### config.mk
export PLATFORM = sky130hd
export DESIGN_NAME = draw_border_flash
export DESIGN_NICKNAME = d
export VERILOG_FILES = /design/src/rtl/draw_border_flash_pkg.sv /design/src/rtl/draw_border_flash_flash_sequencer.sv /design/src/rtl/draw_border_flash.sv
export SDC_FILE = /design/constraint.sdc
export NUM_CORES = 1
export LEC_CHECK = 0
export CAP_MARGIN = 30
export CORE_MARGIN = 10
export CORE_UTILIZATION = 36
export CTS_CLUSTER_DIAMETER = 30
export DETAILED_ROUTE_END_ITERATION = 12
export PLACE_DENSITY_LB_ADDON = 0.15
export SYNTH_ARGS = -nofsm -noshare
export SYNTH_HDL_FRONTEND = slang
export SYNTH_SLANG_ARGS = --single-unit
export TNS_END_PERCENT = 100
### constraint.sdc
create_clock -name clk -period 1.5 [get_ports clk]
set_input_delay 0.3 -clock clk [delete_from_list [all_inputs] [get_ports clk]]
set_output_delay 0.3 -clock clk [all_outputs]
set_load 0.01 [all_outputs]
### src/rtl/draw_border_flash_pkg.sv
// Shared display definitions: colour constants, active-area defaults and the
// state type used by every blink/flash sequencer in the playfield.
package draw_border_flash_pkg;

  localparam int unsigned RGB_W = 3;

  localparam logic [RGB_W-1:0] COLOR_WHITE = 3'b111;
  localparam logic [RGB_W-1:0] COLOR_RED   = 3'b100;
  localparam logic [RGB_W-1:0] COLOR_BLACK = 3'b000;

  localparam int unsigned H_ACTIVE_DEF = 640;
  localparam int unsigned V_ACTIVE_DEF = 480;

  typedef enum logic [1:0] {
    FLASH_IDLE = 2'd0,
    FLASH_ON   = 2'd1,
    FLASH_OFF  = 2'd2
  } flash_state_e;

  // Counter width able to hold 0..n-1, never narrower than one bit.
  function automatic int unsigned cnt_width(input int unsigned n);
    return (n <= 1) ? 1 : $clog2(n);
  endfunction

endpackage

### src/rtl/draw_border_flash_flash_sequencer.sv
// Frame-synchronous flash sequencer: after a request, alternates ON/OFF phases
// of HALF_FRAMES frames each for N_FLASH blink pairs, then returns to idle.
//
//   state      | meaning
//   FLASH_IDLE | no sequence running, frame ticks ignored
//   FLASH_ON   | flash-colour half period, counting frame ticks
//   FLASH_OFF  | invisible half period, counting ticks and blink pairs
module draw_border_flash_flash_sequencer
  import draw_border_flash_pkg::*;
#(
  parameter int unsigned HALF_FRAMES = 8,
  parameter int unsigned N_FLASH     = 3
) (
  input  logic         clk,
  input  logic         rst_n,
  input  logic         frame_tick_i,
  input  logic         flash_req_i,
  output flash_state_e state_o,
  output logic         flash_busy_o
);

  localparam int unsigned FW = cnt_width(HALF_FRAMES);
  localparam int unsigned NW = cnt_width(N_FLASH);

  localparam logic [FW-1:0] FRAME_LAST = FW'(HALF_FRAMES - 1);
  localparam logic [NW-1:0] FLASH_LAST = NW'(N_FLASH - 1);

  flash_state_e  state_q;
  logic [FW-1:0] frame_cnt_q;
  logic [NW-1:0] flash_cnt_q;
  logic          busy_q;

  // Sequencer FSM: a request always (re)starts from ON with cleared counters
  // and takes priority over a coincident frame tick.
  always_ff @(posedge clk or negedge rst_n) begin
    if (!rst_n) begin
      state_q     <= FLASH_IDLE;
      frame_cnt_q <= '0;
      flash_cnt_q <= '0;
      busy_q      <= 1'b0;
    end else if (flash_req_i) begin
      state_q     <= FLASH_ON;
      frame_cnt_q <= '0;
      flash_cnt_q <= '0;
      busy_q      <= 1'b1;
    end else if (frame_tick_i) begin
      case (state_q)
        FLASH_ON: begin
          if (frame_cnt_q == FRAME_LAST) begin
            state_q     <= FLASH_OFF;
            frame_cnt_q <= '0;
          end else begin
            frame_cnt_q <= frame_cnt_q + 1'b1;
          end
        end
        FLASH_OFF: begin
          if (frame_cnt_q == FRAME_LAST) begin
            frame_cnt_q <= '0;
            if (flash_cnt_q == FLASH_LAST) begin
              state_q     <= FLASH_IDLE;
              flash_cnt_q <= '0;
              busy_q      <= 1'b0;
            end else begin
              state_q     <= FLASH_ON;
              flash_cnt_q <= flash_cnt_q + 1'b1;
            end
          end else begin
            frame_cnt_q <= frame_cnt_q + 1'b1;
          end
        end
        FLASH_IDLE: begin
          state_q <= FLASH_IDLE;
        end
        default: begin
          state_q     <= FLASH_IDLE;
          frame_cnt_q <= '0;
          flash_cnt_q <= '0;
          busy_q      <= 1'b0;
        end
      endcase
    end
  end

  assign state_o      = state_q;
  assign flash_busy_o = busy_q;

endmodule

### src/rtl/draw_border_flash.sv
// Playfield border generator with flash overlay. The border is the outermost
// ring of tiles; output is registered, one clock behind x_pos/y_pos.
module draw_border_flash
  import draw_border_flash_pkg::*;
#(
  parameter int unsigned      BIT          = 10,
  parameter int unsigned      H_ACTIVE     = H_ACTIVE_DEF,
  parameter int unsigned      V_ACTIVE     = V_ACTIVE_DEF,
  parameter int unsigned      THICK_LOG2   = 4,
  parameter logic [RGB_W-1:0] COLOR_NORMAL = COLOR_WHITE,
  parameter logic [RGB_W-1:0] COLOR_FLASH  = COLOR_RED,
  parameter int unsigned      HALF_FRAMES  = 8,
  parameter int unsigned      N_FLASH      = 3
) (
  input  logic             clk,
  input  logic             rst_n,
  input  logic [BIT-1:0]   x_pos,
  input  logic [BIT-1:0]   y_pos,
  input  logic             frame_tick,
  input  logic             flash_req,
  output logic             border_active,
  output logic [RGB_W-1:0] rgb,
  output logic             flash_busy
);

  localparam logic [BIT-1:0] X_LAST_TILE = BIT'((H_ACTIVE - 1) >> THICK_LOG2);
  localparam logic [BIT-1:0] Y_LAST_TILE = BIT'((V_ACTIVE - 1) >> THICK_LOG2);

  flash_state_e     seq_state;
  logic [BIT-1:0]   x_tile;
  logic [BIT-1:0]   y_tile;
  logic             hit;
  logic             border_d;
  logic             border_q;
  logic [RGB_W-1:0] rgb_d;
  logic [RGB_W-1:0] rgb_q;

  draw_border_flash_flash_sequencer #(
    .HALF_FRAMES (HALF_FRAMES),
    .N_FLASH     (N_FLASH)
  ) u_flash_sequencer (
    .clk          (clk),
    .rst_n        (rst_n),
    .frame_tick_i (frame_tick),
    .flash_req_i  (flash_req),
    .state_o      (seq_state),
    .flash_busy_o (flash_busy)
  );

  assign x_tile = x_pos >> THICK_LOG2;
  assign y_tile = y_pos >> THICK_LOG2;
  assign hit    = (x_tile == '0) || (x_tile == X_LAST_TILE) ||
                  (y_tile == '0) || (y_tile == Y_LAST_TILE);

  // Select visibility and colour from the current flash phase.
  always_comb begin
    border_d = 1'b0;
    rgb_d    = COLOR_BLACK;
    case (seq_state)
      FLASH_IDLE: begin
        border_d = hit;
        rgb_d    = hit ? COLOR_NORMAL : COLOR_BLACK;
      end
      FLASH_ON: begin
        border_d = hit;
        rgb_d    = hit ? COLOR_FLASH : COLOR_BLACK;
      end
      default: begin
        border_d = 1'b0;
        rgb_d    = COLOR_BLACK;
      end
    endcase
  end

  // Output register giving the fixed one-clock pixel latency.
  always_ff @(posedge clk or negedge rst_n) begin
    if (!rst_n) begin
      border_q <= 1'b0;
      rgb_q    <= COLOR_BLACK;
    end else begin
      border_q <= border_d;
      rgb_q    <= rgb_d;
    end
  end

  assign border_active = border_q;
  assign rgb           = rgb_q;

endmodule

# --- Word level (Yosys, flattened, before mapping) ---
# Cells that the tools add are included.
totals:
  in_bits: 24
  regBits: 12
  elab_cells: 56
op_classes:
  mux: 24
  n_eq_ne: 11
  n_addsub: 2
  n_reduce_logical: 13
op_table:
  columns: ["operator", "n"]
  rows:
  - ["$logic_not 10->1", 2]
  - ["$mux 2", 8]
  - ["$mux 3", 5]
  - ["$pmux 3 s2", 2]
  - ["$ne 3x2->1 const B", 3]
  - ["$pmux 2 s2", 2]
  - ["$eq 6x5->1 const B", 1]
  - ["$eq 6x6->1 const B", 1]
  - ["$mux 1", 6]
  - ["$reduce_and 3->1", 2]
  - ["$eq 2x2->1 const B", 2]
  - ["$reduce_and 4->1", 1]
  - ["$reduce_or 2->1", 2]
  - ["$add 3x1->3 const B", 1]
  - ["$eq 3x3->1 const B", 1]
  - ["$logic_or 1x1->1", 3]
  - ["$add 2x1->2 const B", 1]
  - ["$eq 2x1->1 const B", 1]
  - ["$logic_not 2->1", 1]
  - ["$ne 2x1->1 const B", 1]
  - ["$ne 2x2->1 const B", 1]
  - ["$pmux 1 s2", 1]
  - ["$reduce_and 2->1", 1]
  - ["$reduce_bool 2->1", 1]

# --- Longest topological paths before layout ---
# Gate-level depths: netlist of run 1.
logic_depth:
  word_depth: 6
  ltp_mapped: 5

# --- Hierarchy ---
# Synthesis of run 1 repeated with hierarchy kept, for this count alone.
unflattened:
  hier_cells: 65
  hier_area_um2: 653.1
by_module_without_submodules:
  columns: ["mod", "seq_area_each_um2", "area_per_inst_um2", "cells_per_inst", "instances"]
  rows:
  - ["draw_border_flash_flash_sequencer", 200.2, 494.2, 50, 1]
  - ["draw_border_flash", 75.1, 158.9, 15, 1]

# --- Worst setup path before layout of run 1 ---
# No wires, ideal clock.
synth_path:
  path_type: "register -> register"
  from: "reg u_flash_sequencer.state_q[0], in the netlist u_flash_sequencer.state_o[0]"
  to: "reg u_flash_sequencer.flash_cnt_q[1]"
  n_path_buf: 0
  period_less_slack_ps: 1493
  arrival_ps: 1415
  slack_ps: 7
  t_required_ps: 1422
  path_stages_with_launch: 6
  cell_sequence: "dfrtp_1 > inv_1 > ha_1 > nor2b_1 > or4_1 > a21oi_1"
synth_via:
  elab_chain_cells: 5
  elab_cells_between_ends: 10
  classes_between: "4 x eq/ne; 3 x mux; 3 x reduce/logical"
synth_rtl:
  columns: ["item", "line", "rtl"]
  rows:
  - ["start, declared", "draw_border_flash_flash_sequencer.sv:28", "flash_state_e state_q;"]
  - ["start signal, assigned", "draw_border_flash_flash_sequencer.sv:37", "state_q <= FLASH_IDLE;"]
  - ["start signal, assigned", "draw_border_flash_flash_sequencer.sv:42", "state_q <= FLASH_ON;"]
  - ["start signal, assigned", "draw_border_flash_flash_sequencer.sv:50", "state_q <= FLASH_OFF;"]
  - ["$eq 2x1->1 / $logic_not 2->1 (equally long branches)", "draw_border_flash_flash_sequencer.sv:47", "case (state_q)"]
  - ["$reduce_or 2->1 (no source line)", null, null]
  - ["$pmux 2 s2", "draw_border_flash_flash_sequencer.sv:47", null]
  - ["$mux 2", "draw_border_flash_flash_sequencer.sv:46", "end else if (frame_tick_i) begin"]
  - ["$mux 2", "draw_border_flash_flash_sequencer.sv:41", "end else if (flash_req_i) begin"]
  - ["end signal, assigned", "draw_border_flash_flash_sequencer.sv:65", "flash_cnt_q <= flash_cnt_q + 1'b1;"]
  - ["end, declared", "draw_border_flash_flash_sequencer.sv:30", "logic [NW-1:0] flash_cnt_q;"]
# Parallel ways exist; a longest one is shown, timed or not. The select of a mux whose other input is x is not followed.
# A chain may end at the register's enable or synchronous reset.

# --- Worst setup path after layout of run 1 ---
layout_path:
  from: "reg u_flash_sequencer.state_q[1], in the netlist u_flash_sequencer.state_o[1]"
  to: "reg u_flash_sequencer.flash_cnt_q[1]"
# The elaborated chain is that of the path after synthesis.

==> summary.txt, run 1 <==
Synth
  • Flops & latches, synth: 11
  • Synth Area per Inst: 9.30 um^2
  • Synthesized area: 642 um^2
  • Ys Warns: 0
  • Syn_nets: 98
  • Synth Instances: 69
  • Sequential share of the synthesized area: 42.9%
  • Distinct cells, synth: 28

Die
  • Full die area: 3870 um^2
  • Rows: 15
  • Initial Util: 37.6%
  • Core Box Area: 1710 um^2
  • Die height: 62.2 um
  • I/O pins: 29
  • Die span in x: 62.2 um

Drt
  • Via density: 4.92
  • Final WL: 1710 um
  • Post-route ant nets: 0
  • Detailed Route Iter0 Violations: 14
  • DRC Markers: 0
  • Wire length per cell: 13.3 um
  • Via Count: 635
  • Drt first pass iters: 4

Cells and area
  • Share of cells above drive strength 1: 26.9%
  • Finished Layout Cells: 129
  • Fin nets: 134
  • Area Growth Syn to Fin: 62.8%
  • Commonest non-fill, non-tap cell in the layout: clkdlybuf4s50_1
  • Leading cell types in the layout, fill and taps excluded: 17 x clkdlybuf4s50_1, 13 x buf_4, 10 x dfrtp_1
  • Antenna diodes: 0

Clock tree
  • Num CTS Buffers: 3
  • Worst-path clk slew: 70 ps
  • CTS Root Cell: clkbuf_4
  • Clock latency on the worst-skew pair: 270 ps
  • Clk sinks: 11
  • CTS tree: done
  • CTS Hold Buffers Added: 0
  • H-tree depth: 1
  • Clock buffer depth: 2

Critical path
  • Crit start category: flop
  • CP Data Required Time: 1700 ps
  • Setup slack, reg-to-reg: 30 ps
  • Crit path depth: 5
  • Crit Path Class: reg2reg
  • Crit end category: flop
  • Family with the most delay on the worst path: simple AND/OR/NAND/NOR gates
  • Worst setup path start: u_flash_sequencer.state_o[1]
  • CP max stage cell: or4_4
  • R2r worst-path depth: 5
  • Reg2reg start: u_flash_sequencer.state_o[1]
  • Buf+Inv Stages, Crit Path: 1
  • Worst-path fanout max: 3
  • R2R Path End: u_flash_sequencer.flash_cnt_q[1]
  • CP peak stage delay: 480 ps
  • CP cell instances: inv_2, ha_4, nand2b_4, or4_4, a21oi_2
  • Critical path endpoint: u_flash_sequencer.flash_cnt_q[1]
  • Crit path DAT: 1670 ps

STA
  • Count of final setup violators: 0
  • Final Hold Vio Count: 0
  • Crit share post-route: 98.1%
  • Slew @ Worst Pin: 522 ps
  • Clock period minus worst slack: 1470 ps
  • Final setup TNS: 0 ps
  • Worst Skew: 2.21 ps
  • Pins over their slew limit: 0
  • Slew HR: 65.1%
  • Achievable Freq: 679 MHz
  • RSZ-0062 raised after global routing: true

Placement
  • Routability Congestion: 0.782
  • Dpl hpwl: 1420 um
  • Post-Place Cells: 125
  • Port Buffers: 20

Global routing
  • Remaining Overflow, GRT: 0
  • Antenna violations before repair: 0
  • Global-route wire length before repair: 2820 um
  • Tot GR Track Use: 8.75%
  • Number of global-route vias before repair: 645
  • Largest net degree at the start of global routing: 12

Power and ir drop
  • Lkg Pwr: 0.480 nW
  • PwrDens: 580 nW/um^2
  • Worst vdd ir: 370 uV
  • Pwr Total: 0.606 mW

Status
  • Status: finished clean

Min path
  • Hold crit path type: in2async

Flow run
  • Max cap viols: 0
worst min-delay path by stage:
stage,startpoint,endpoint,slack [ps],cells past startpoint
2_1_floorplan,rst_n,border_active,4,0
3_3_place_gp,u_flash_sequencer.frame_cnt_q[2],u_flash_sequencer.frame_cnt_q[2],510,2
3_5_place_dp,u_flash_sequencer.frame_cnt_q[2],u_flash_sequencer.frame_cnt_q[2],520,2
4_1_cts,rst_n,border_active,390,1
5_1_grt,rst_n,border_active,400,1
6_report,rst_n,u_flash_sequencer.frame_cnt_q[0],380,1
cell usage after synthesis:
cell / instances / area [um^2]
o21bai_1: 1 / 7.51
nor4_1: 1 / 6.26
a31oi_1: 2 / 12.5
or4_1: 1 / 7.51
nor2b_1: 2 / 12.5
nand4_1: 1 / 6.26
dfrtp_1: 11 / 275
nand3b_1: 1 / 7.51
nand2b_1: 1 / 6.26
o311a_1: 1 / 10.0
a21oi_1: 6 / 30.0
buf_4: 1 / 7.51
and4_1: 1 / 8.76
o31ai_1: 1 / 7.51
a21o_1: 1 / 7.51
nand3_1: 3 / 15.0
a31o_2: 1 / 8.76
clkbuf_1: 1 / 3.75
nand2_1: 6 / 22.5
nor4b_1: 1 / 8.76
nand2b_4: 1 / 13.8
o21ai_0: 3 / 15.0
o41a_1: 1 / 11.3
nor2_1: 6 / 22.5
inv_1: 5 / 18.8
a211oi_1: 1 / 7.51
o22ai_1: 3 / 18.8
ha_1: 5 / 62.6
state kept, by name, summed over array words and instances, names as in the netlist:
| signal | flops |
|---|---|
| border_active | 1 |
| rgb | 2 |
| u_flash_sequencer.flash_busy_o | 1 |
| u_flash_sequencer.flash_cnt_q | 2 |
| u_flash_sequencer.frame_cnt_q | 3 |
| u_flash_sequencer.state_o | 2 |
routing by layer:
metal / wire length (um) / GRT usage, %
met1: 753 / 8.95
met2: 860 / 15.9
met3: 90 / 3.94
met5: 0 / 0
met4: 7 / 1.71
where the power goes:
part	switching, mW	internal [mW]	leakage [nW]	total, mW
logic	0.0414	0.0603	0.325	0.102
registers	0.00311	0.303	0.140	0.306
clock network	0.0959	0.103	0.0150	0.199
total	0.140	0.466	0.480	0.606
metrics by stage:
step                      setup slack [ps]  cell area (um^2)  util [%]  hold WS, ps
after floorplan                       6.89               642         -         4.41
after global placement               -98.9               960      56.2          512
after detailed placement              -118               960      56.2          519
after CTS                             8.40              1000      58.6          390
after global routing                 -22.2              1040      61.2          396
final                                 27.9              1040      61.2          377
final cells by class:
type	instances	area, um^2
well taps	25	31.3
fillers	150	663
inverters	5	18.8
repair buffers	33	305
clock buffers	4	26.3
multi-input cells	51	387
flip-flops and latches	11	277
timing repair:
item,4_1_cts,5_1_grt
setup buffers,0,1
endpoints found under the setup margin,2,6
pin swaps,2,1
gates resized for setup,8,8
logic make-up after synthesis:
| group | after synthesis | share of synthesized area, % |
|---|---|---|
| and+or+nand+nor | 25 | 21.4 |
| DFF | 11 | 42.9 |
| AOI/OAI and AO/OA | 21 | 21.2 |
| buffers and inverters | 7 | 4.68 |
| adders and majority gates | 5 | 9.75 |
(Power assumes the default switching activity.)
==> inputs of run 2 (changes only) <==
Settings changed: HOLD_SLACK_MARGIN from default to 0.02.
==> results of run 2 <==
Final layout, timing and power as in run 1 (identical DEF).
